===== src/rtl/jstk_pkg.sv =====
// Shared joystick types: per-axis class encoding, dir_state bit indices, raw frame field positions.
// Pure declarations; no latency, no backpressure.
package jstk_pkg;

    typedef enum logic [1:0] {
        CLS_NEUTRAL = 2'd0,
        CLS_POS     = 2'd1,
        CLS_NEG     = 2'd2
    } axis_cls_e;

    localparam int FRAME_W = 40;
    localparam int POS_W   = 10;

    localparam int DIR_UP    = 3;
    localparam int DIR_DOWN  = 2;
    localparam int DIR_LEFT  = 1;
    localparam int DIR_RIGHT = 0;

    localparam int X_HI_MSB = 39;
    localparam int X_HI_LSB = 38;
    localparam int X_LO_MSB = 23;
    localparam int X_LO_LSB = 16;
    localparam int Y_HI_MSB = 37;
    localparam int Y_HI_LSB = 36;
    localparam int Y_LO_MSB = 15;
    localparam int Y_LO_LSB = 8;
    localparam int TRIG_BIT = 35;
    localparam int JOY_BIT  = 34;

endpackage


===== src/rtl/jstk_dir_filter_if.sv =====
// Raw PmodJSTK frame bus: one-cycle valid strobe plus 40-bit frame.
// No backpressure: the consumer accepts a frame on every strobe.
interface jstk_dir_filter_if;
    import jstk_pkg::*;

    logic               frame_valid;
    logic [FRAME_W-1:0] frame_data;

    modport master (output frame_valid, frame_data);
    modport slave  (input  frame_valid, frame_data);
endinterface


===== src/rtl/jstk_axis_filter.sv =====
// One joystick axis: hysteresis classifier, frame-count debounce, optional auto-repeat (JSTK_AUTOREPEAT_EN).
// Class and pulses register on the frame's own edge; accepts a frame every cycle, no backpressure.
module jstk_axis_filter
    import jstk_pkg::*;
#(
`ifdef JSTK_AUTOREPEAT_EN
    parameter int REPEAT_DELAY  = 10,
    parameter int REPEAT_PERIOD = 4,
`endif
    parameter int CENTER        = 512,
    parameter int DEAD_ENTER    = 200,
    parameter int DEAD_EXIT     = 150,
    parameter int STABLE_FRAMES = 3
) (
    input  logic             clk,
    input  logic             rst_n,
    input  logic             pos_vld,
    input  logic [POS_W-1:0] pos,
    output axis_cls_e        cls,
    output logic             pulse_pos,
    output logic             pulse_neg
);

    localparam int CW = $clog2(STABLE_FRAMES + 1);
    localparam logic [10:0] HI_ENTER = 11'(CENTER + DEAD_ENTER);
    localparam logic [10:0] LO_ENTER = 11'(CENTER - DEAD_ENTER);
    localparam logic [10:0] HI_EXIT  = 11'(CENTER + DEAD_EXIT);
    localparam logic [10:0] LO_EXIT  = 11'(CENTER - DEAD_EXIT);

    axis_cls_e   raw;
    axis_cls_e   cand;
    logic [CW-1:0] cnt;
    logic [CW-1:0] cnt_nxt;
    logic        commit;
    logic [10:0] pos_w;

    assign pos_w = {1'b0, pos};

    // Exit thresholds only apply while already committed to that side.
    always_comb begin
        raw = CLS_NEUTRAL;
        if (pos_w > HI_ENTER)
            raw = CLS_POS;
        else if (pos_w < LO_ENTER)
            raw = CLS_NEG;
        else if (cls == CLS_POS && pos_w > HI_EXIT)
            raw = CLS_POS;
        else if (cls == CLS_NEG && pos_w < LO_EXIT)
            raw = CLS_NEG;
    end

    // cnt stays below STABLE_FRAMES because reaching it commits and clears.
    always_comb begin
        cnt_nxt = CW'(1);
        if (raw == cand && cnt != '0)
            cnt_nxt = cnt + CW'(1);
        commit = (raw != cls) && (int'(cnt_nxt) >= STABLE_FRAMES);
    end

`ifdef JSTK_AUTOREPEAT_EN
    logic [15:0] rep_cnt;
    logic [15:0] rep_nxt;
    logic        rep_first;
    logic        rep_fire;

    assign rep_nxt  = rep_cnt + 16'd1;
    assign rep_fire = rep_first ? (rep_nxt == 16'(REPEAT_DELAY)) : (rep_nxt == 16'(REPEAT_PERIOD));
`endif

    always_ff @(posedge clk) begin
        if (!rst_n) begin
            cls       <= CLS_NEUTRAL;
            cand      <= CLS_NEUTRAL;
            cnt       <= '0;
            pulse_pos <= 1'b0;
            pulse_neg <= 1'b0;
`ifdef JSTK_AUTOREPEAT_EN
            rep_cnt   <= '0;
            rep_first <= 1'b0;
`endif
        end else begin
            pulse_pos <= 1'b0;
            pulse_neg <= 1'b0;
            if (pos_vld) begin
                if (raw == cls) begin
                    cnt <= '0;
                end else if (commit) begin
                    cls       <= raw;
                    cnt       <= '0;
                    pulse_pos <= (raw == CLS_POS);
                    pulse_neg <= (raw == CLS_NEG);
                end else begin
                    cand <= raw;
                    cnt  <= cnt_nxt;
                end
`ifdef JSTK_AUTOREPEAT_EN
                // Schedule counts frames since the commit or since the last repeat.
                if (commit) begin
                    rep_cnt   <= '0;
                    rep_first <= 1'b1;
                end else if (cls != CLS_NEUTRAL) begin
                    if (rep_fire) begin
                        rep_cnt   <= '0;
                        rep_first <= 1'b0;
                        pulse_pos <= (cls == CLS_POS);
                        pulse_neg <= (cls == CLS_NEG);
                    end else if (rep_cnt != '1) begin
                        rep_cnt <= rep_nxt;
                    end
                end
`endif
            end
        end
    end

endmodule


===== src/rtl/jstk_dir_filter.sv =====
// PmodJSTK frame -> debounced direction state/pulses and button edge pulses (auto-repeat via JSTK_AUTOREPEAT_EN).
// Positions 1 cycle after the strobe, direction/button outputs 2 cycles; fully pipelined, no backpressure.
module jstk_dir_filter
    import jstk_pkg::*;
#(
`ifdef JSTK_AUTOREPEAT_EN
    parameter int REPEAT_DELAY  = 10,
    parameter int REPEAT_PERIOD = 4,
`endif
    parameter int CENTER        = 512,
    parameter int DEAD_ENTER    = 200,
    parameter int DEAD_EXIT     = 150,
    parameter int STABLE_FRAMES = 3
) (
    input  logic                     clk,
    input  logic                     rst_n,
    jstk_dir_filter_if.slave         bus,
    output logic [POS_W-1:0]         x_pos,
    output logic [POS_W-1:0]         y_pos,
    output logic [3:0]               dir_state,
    output logic [3:0]               dir_pulse,
    output logic                     btn_trig_pulse,
    output logic                     btn_joy_pulse
);

    logic      frame_q_vld;
    logic      trig_q;
    logic      joy_q;
    logic      trig_prev;
    logic      joy_prev;
    axis_cls_e x_cls;
    axis_cls_e y_cls;
    logic      x_pulse_pos, x_pulse_neg;
    logic      y_pulse_pos, y_pulse_neg;
    logic      unused_frame_bits;

    assign unused_frame_bits = ^{bus.frame_data[33:24], bus.frame_data[7:0]};

    always_ff @(posedge clk) begin
        if (!rst_n) begin
            frame_q_vld <= 1'b0;
            x_pos       <= '0;
            y_pos       <= '0;
            trig_q      <= 1'b0;
            joy_q       <= 1'b0;
        end else begin
            frame_q_vld <= bus.frame_valid;
            if (bus.frame_valid) begin
                x_pos  <= {bus.frame_data[X_HI_MSB:X_HI_LSB], bus.frame_data[X_LO_MSB:X_LO_LSB]};
                y_pos  <= {bus.frame_data[Y_HI_MSB:Y_HI_LSB], bus.frame_data[Y_LO_MSB:Y_LO_LSB]};
                trig_q <= bus.frame_data[TRIG_BIT];
                joy_q  <= bus.frame_data[JOY_BIT];
            end
        end
    end

    // Button edges compare consecutive frames, not consecutive clocks.
    always_ff @(posedge clk) begin
        if (!rst_n) begin
            trig_prev      <= 1'b0;
            joy_prev       <= 1'b0;
            btn_trig_pulse <= 1'b0;
            btn_joy_pulse  <= 1'b0;
        end else begin
            btn_trig_pulse <= 1'b0;
            btn_joy_pulse  <= 1'b0;
            if (frame_q_vld) begin
                trig_prev      <= trig_q;
                joy_prev       <= joy_q;
                btn_trig_pulse <= trig_q & ~trig_prev;
                btn_joy_pulse  <= joy_q & ~joy_prev;
            end
        end
    end

    jstk_axis_filter #(
`ifdef JSTK_AUTOREPEAT_EN
        .REPEAT_DELAY  (REPEAT_DELAY),
        .REPEAT_PERIOD (REPEAT_PERIOD),
`endif
        .CENTER        (CENTER),
        .DEAD_ENTER    (DEAD_ENTER),
        .DEAD_EXIT     (DEAD_EXIT),
        .STABLE_FRAMES (STABLE_FRAMES)
    ) u_x_axis (
        .clk       (clk),
        .rst_n     (rst_n),
        .pos_vld   (frame_q_vld),
        .pos       (x_pos),
        .cls       (x_cls),
        .pulse_pos (x_pulse_pos),
        .pulse_neg (x_pulse_neg)
    );

    jstk_axis_filter #(
`ifdef JSTK_AUTOREPEAT_EN
        .REPEAT_DELAY  (REPEAT_DELAY),
        .REPEAT_PERIOD (REPEAT_PERIOD),
`endif
        .CENTER        (CENTER),
        .DEAD_ENTER    (DEAD_ENTER),
        .DEAD_EXIT     (DEAD_EXIT),
        .STABLE_FRAMES (STABLE_FRAMES)
    ) u_y_axis (
        .clk       (clk),
        .rst_n     (rst_n),
        .pos_vld   (frame_q_vld),
        .pos       (y_pos),
        .cls       (y_cls),
        .pulse_pos (y_pulse_pos),
        .pulse_neg (y_pulse_neg)
    );

    always_comb begin
        dir_state            = '0;
        dir_state[DIR_UP]    = (y_cls == CLS_POS);
        dir_state[DIR_DOWN]  = (y_cls == CLS_NEG);
        dir_state[DIR_LEFT]  = (x_cls == CLS_NEG);
        dir_state[DIR_RIGHT] = (x_cls == CLS_POS);
        dir_pulse            = '0;
        dir_pulse[DIR_UP]    = y_pulse_pos;
        dir_pulse[DIR_DOWN]  = y_pulse_neg;
        dir_pulse[DIR_LEFT]  = x_pulse_neg;
        dir_pulse[DIR_RIGHT] = x_pulse_pos;
    end

endmodule

===== src/flat_wrapper.sv =====
// flat-port wrapper written by rule: the top's interface ports become plain ports
module jstk_dir_filter_flat import jstk_pkg::*;
#(

    parameter int CENTER        = 512,
    parameter int DEAD_ENTER    = 200,
    parameter int DEAD_EXIT     = 150,
    parameter int STABLE_FRAMES = 3
)
  (clk, rst_n, x_pos, y_pos, dir_state, dir_pulse, btn_trig_pulse, btn_joy_pulse, bus_frame_valid, bus_frame_data);
  jstk_dir_filter_if bus_i ();
  input  logic clk;
  input  logic rst_n;
  output logic [POS_W-1:0] x_pos;
  output logic [POS_W-1:0] y_pos;
  output logic [3:0] dir_state;
  output logic [3:0] dir_pulse;
  output logic btn_trig_pulse;
  output logic btn_joy_pulse;
  input wire logic [$bits(bus_i.frame_valid)-1:0] bus_frame_valid;
  input wire logic [$bits(bus_i.frame_data)-1:0] bus_frame_data;
  assign bus_i.frame_valid = bus_frame_valid;
  assign bus_i.frame_data = bus_frame_data;
  jstk_dir_filter #(.CENTER(CENTER), .DEAD_ENTER(DEAD_ENTER), .DEAD_EXIT(DEAD_EXIT), .STABLE_FRAMES(STABLE_FRAMES)) u_core (.clk(clk), .rst_n(rst_n), .bus(bus_i), .x_pos(x_pos), .y_pos(y_pos), .dir_state(dir_state), .dir_pulse(dir_pulse), .btn_trig_pulse(btn_trig_pulse), .btn_joy_pulse(btn_joy_pulse));
endmodule

===== config.mk =====
export PLATFORM = sky130hd
export DESIGN_NAME = jstk_dir_filter_flat
export DESIGN_NICKNAME = d
export VERILOG_FILES = /design/src/rtl/jstk_pkg.sv /design/src/rtl/jstk_dir_filter_if.sv /design/src/rtl/jstk_axis_filter.sv /design/src/rtl/jstk_dir_filter.sv /design/src/flat_wrapper.sv
export SDC_FILE = /design/constraint.sdc
export NUM_CORES = 1
export LEC_CHECK = 0
export ABC_AREA = 1
export CAP_MARGIN = 10
export CORE_MARGIN = 2
export CORE_UTILIZATION = 40
export DETAILED_ROUTE_END_ITERATION = 8
export HOLD_SLACK_MARGIN = 0.03
export PLACE_DENSITY = 0.82
export SLEW_MARGIN = 20
export SYNTH_ARGS = -nofsm -noshare
export SYNTH_HDL_FRONTEND = slang
export SYNTH_SLANG_ARGS = --single-unit

===== constraint.sdc =====
create_clock -name clk -period 3.8 [get_ports clk]
set_clock_uncertainty 0.2 [all_clocks]
set_input_delay 0.76 -clock clk [delete_from_list [all_inputs] [get_ports clk]]
set_output_delay 0.76 -clock clk [all_outputs]
set_load 0.005 [all_outputs]

==> flow_summary.yaml <==
outcome:
  status: "finished clean"
worst_setup_path:
  start_kind: "register"
  crit_slowest_cell: "clkdlybuf4s50_1"
  r2r_slack_ps: 1720
  worstSetupPathType: "reg2out"
  cp_data_required_time_ps: 2840
  path_cells: "inv_1, nor2_1, clkdlybuf4s50_1"
  reg2reg_depth: 13
  worst-path-max-fanout: 4
  end_kind: "output port"
  r2r_start: "u_core.y_pos[6]"
  r2r_end: "u_core.u_y_axis.cls[1]"
  cpPeakStageDelay_ps: 540
  arrival_ps: 1510
clock_network:
  cts_tree: "yes"
  post-cts-setup-buffers: 0
  worstSkewPairLatency_ps: 300
  cts_sinks: 43
  cts_made_buffers: 5
  cts_hold_buf: 0
  cts_buffer_depth: 2
  ctsHtreeMaxLevel: 2
  cts_resized: 0
  root_buffer: "clkbuf_8"
  clk_pin_slew_ps: 90
hold_path:
  hold_path.class: "reg2reg"
  min-delay-start: "u_core.trig_prev"
  whs_path_depth: 1
  min_to: "u_core.btn_trig_pulse"
place:
  globalplace.congestion: 0.8502
  dp_hpwl_um: 3694
  io_buffers: 54
  dp.cells: 437
power_and_ir_drop:
  p_int_w: 0.0007709
  switching_share: 0.2651
  power_switching_w: 0.0002781
  clock_power_share: 0.359
  leakage_nw: 1.224
  combPwrFrac: 0.166
  vdd_drop_max_v: 0.0002075
  p_seq_frac: 0.475
  powerDensity_nw_per_um2: 356.8
  p_total_w: 0.001049
yosys:
  synthDominantCellAreaShare: 0.3848
  netlist_area_um2: 2237
  yosys_warnings: 0
  synthesis.nets: 366
  synth.top_cells.by_area: "dfxtp_1 (38%), nand2_1 (9.2%), nor2_1 (7.7%), o21ai_0 (6.3%), inv_1 (6.0%)"
  synthCells: 321
  synth_top_area_cell: "dfxtp_1"
  avgSynthCellArea_um2: 6.969
  yosysSeqAreaShare: 0.3848
  yosysUniqueCellTypes: 29
  ys_seq_elements: 43
layout:
  n_fill_cell: 494
  area_growth_pct: 31.43
  fin_util: 0.5406
  n_antenna_cell: 0
  layout.nets: 417
  drive_above_1_share: 0.1260
  multiInputGateArea_um2: 1159
  fin_cells: 445
  regArea_um2: 860.8
timing:
  hold_slack_ps: 241.2
  hold_violations: 0
  finalSetupTns_ps: 0
  period_needed_ps: 2466
  fmax_mhz: 405.5
  rsz0062_at_grt: "false"
  slew_viol_final: 0
  slew_headroom: 0.6753
  tightest_slew_ps: 486.5
  setup_viol: 0
  finalCritPeriodShare: 0.6490
global_routing:
  grt_pass1_wl_um: 8418
  antenna_found_initial: 0
  grt_pass1_vias: 1966
  grt_start_max_net_pins: 27
  grt_usage: 0.1687
  overflow: 0
route:
  vias_per_cell: 4.840
  drcViolationCount: 0
  drt-wirelength-per-cell_um: 11.05
  wl_met3_um: 298
  drtPass1Iterations: 4
  routed_wl_um: 4918
  route.vias.total: 2154
  met2_length_um: 2264
  postRouteAntennaNets: 0
  drt-met1-wl_um: 2225
  drtIter0Drc: 80
  top_layer: "met4"
floorplan:
  fp-row-count: 27
  die_h_um: 78.79
  start_util: 0.4113
  ioPinCount: 73
  dieArea_um2: 6207
  coreArea_um2: 5439
  die_w_um: 78.79
flow_run:
  max-cap-violations: 0
Yosys cell counts (all sizes together):
cell type / number
a21oi: 22
nor2: 53
nand3: 29
buf: 4
o21ai: 29
or2: 1
nor3b: 1
nand2: 68
inv: 42
nand4: 5
clkbuf: 8
o22ai: 3
nor4: 1
nor3: 7
dfxtp: 43
ha: 2
nand3b: 2
o21a: 1
cell type report:
| class | instances | share of cell area |
|---|---|---|
| Clock buffer | 6 | 0.02809 |
| Clock inverter | 2 | 0.01191 |
| Inverter | 42 | 0.05362 |
| Multi-Input combinational cell | 224 | 0.3940 |
| Sequential cell | 43 | 0.2928 |
| Tap cell | 72 | 0.03064 |
| Timing Repair Buffer | 56 | 0.1889 |
placed cells by master (no fill, tap or decap), types with 2 or more instances in the layout:
cell type / n
nand3_1: 21
ha_1: 2
a21oi_1: 22
o22ai_1: 3
nand3b_1: 2
nor2_2: 5
nand4_1: 4
nand2_1: 55
inv_2: 6
nand2_2: 11
inv_1: 36
buf_4: 2
clkdlybuf4s50_1: 54
nand2_4: 2
clkbuf_8: 6
dfxtp_1: 43
nor2_1: 46
nand3_2: 7
nor3_1: 5
o21ai_0: 28
nor3_2: 2
metrics by stage:
step / instance area (µm²) / worst slack [ps]
CTS: 2940 / 1332
global placement: 2823 / 1269
global route: 2940 / 1227
finish: 2940 / 1334
detailed placement: 2823 / 1231
floorplan: 2237 / 1992
how the worst max path moves through the flow:
stage	from	to	depth (start not counted)
final	u_core.u_y_axis.cls[1]	dir_state[2]	3
after global routing	u_core.u_y_axis.cls[1]	dir_state[2]	3
after CTS	u_core.u_y_axis.cls[1]	dir_state[2]	3
after detailed placement	bus_frame_valid	u_core.x_pos[7]	5
after global placement	bus_frame_valid	u_core.y_pos[8]	5
after floorplan	u_core.x_pos[9]	u_core.u_x_axis.cls[1]	13
power by group through the flow:
stage	combinational, W	clock [W]	sequential, W
after floorplan	0.0000998	0	0.000505
after global placement	0.000170	0	0.000508
after detailed placement	0.000174	0	0.000509
after CTS	0.000175	0.000383	0.000498
after global routing	0.000197	0.000399	0.000502
final	0.000174	0.000376	0.000498
layer usage:
metal / track usage / up-vias
met5: 0 / -
met2: 0.2855 / 57
li1: - / 1131
met4: 0.08246 / 0
met3: 0.05568 / 11
met1: 0.1901 / 955
kinds of logic (layout without fill, tap and decap cells):
family / Yosys count / in the layout / synth area share
flops: 43 / 43 / 0.3848
simple gates: 167 / 167 / 0.3809
fa+ha+maj: 2 / 2 / 0.01118
compound gates: 55 / 55 / 0.1258
buf+inv: 54 / 106 / 0.09732
registers in the layout, summed over array words and instances (netlist names):
signal                     cells
u_core.u_y_axis.pulse_neg      1
u_core.y_pos                  10
u_core.trig_q                  1
u_core.u_y_axis.cls            2
u_core.u_x_axis.pulse_pos      1
u_core.u_x_axis.cnt            2
u_core.u_x_axis.cls            2
u_core.u_y_axis.cand           2
u_core.u_y_axis.cnt            2
u_core.btn_trig_pulse          1
u_core.btn_joy_pulse           1
u_core.x_pos                  10
u_core.frame_q_vld             1
u_core.joy_prev                1
u_core.trig_prev               1
u_core.u_x_axis.cand           2
u_core.u_x_axis.pulse_neg      1
u_core.joy_q                   1
u_core.u_y_axis.pulse_pos      1
worst max-delay path, delay by kind of cell (launching register included):
| kind | cells | cell delay [ps] |
|---|---|---|
| buffers and inverters | 2 | 620 |
| and+or+nand+nor | 1 | 180 |
| DFF | 1 | 400 |
Note: power is estimated with default switching activity, not from simulation.
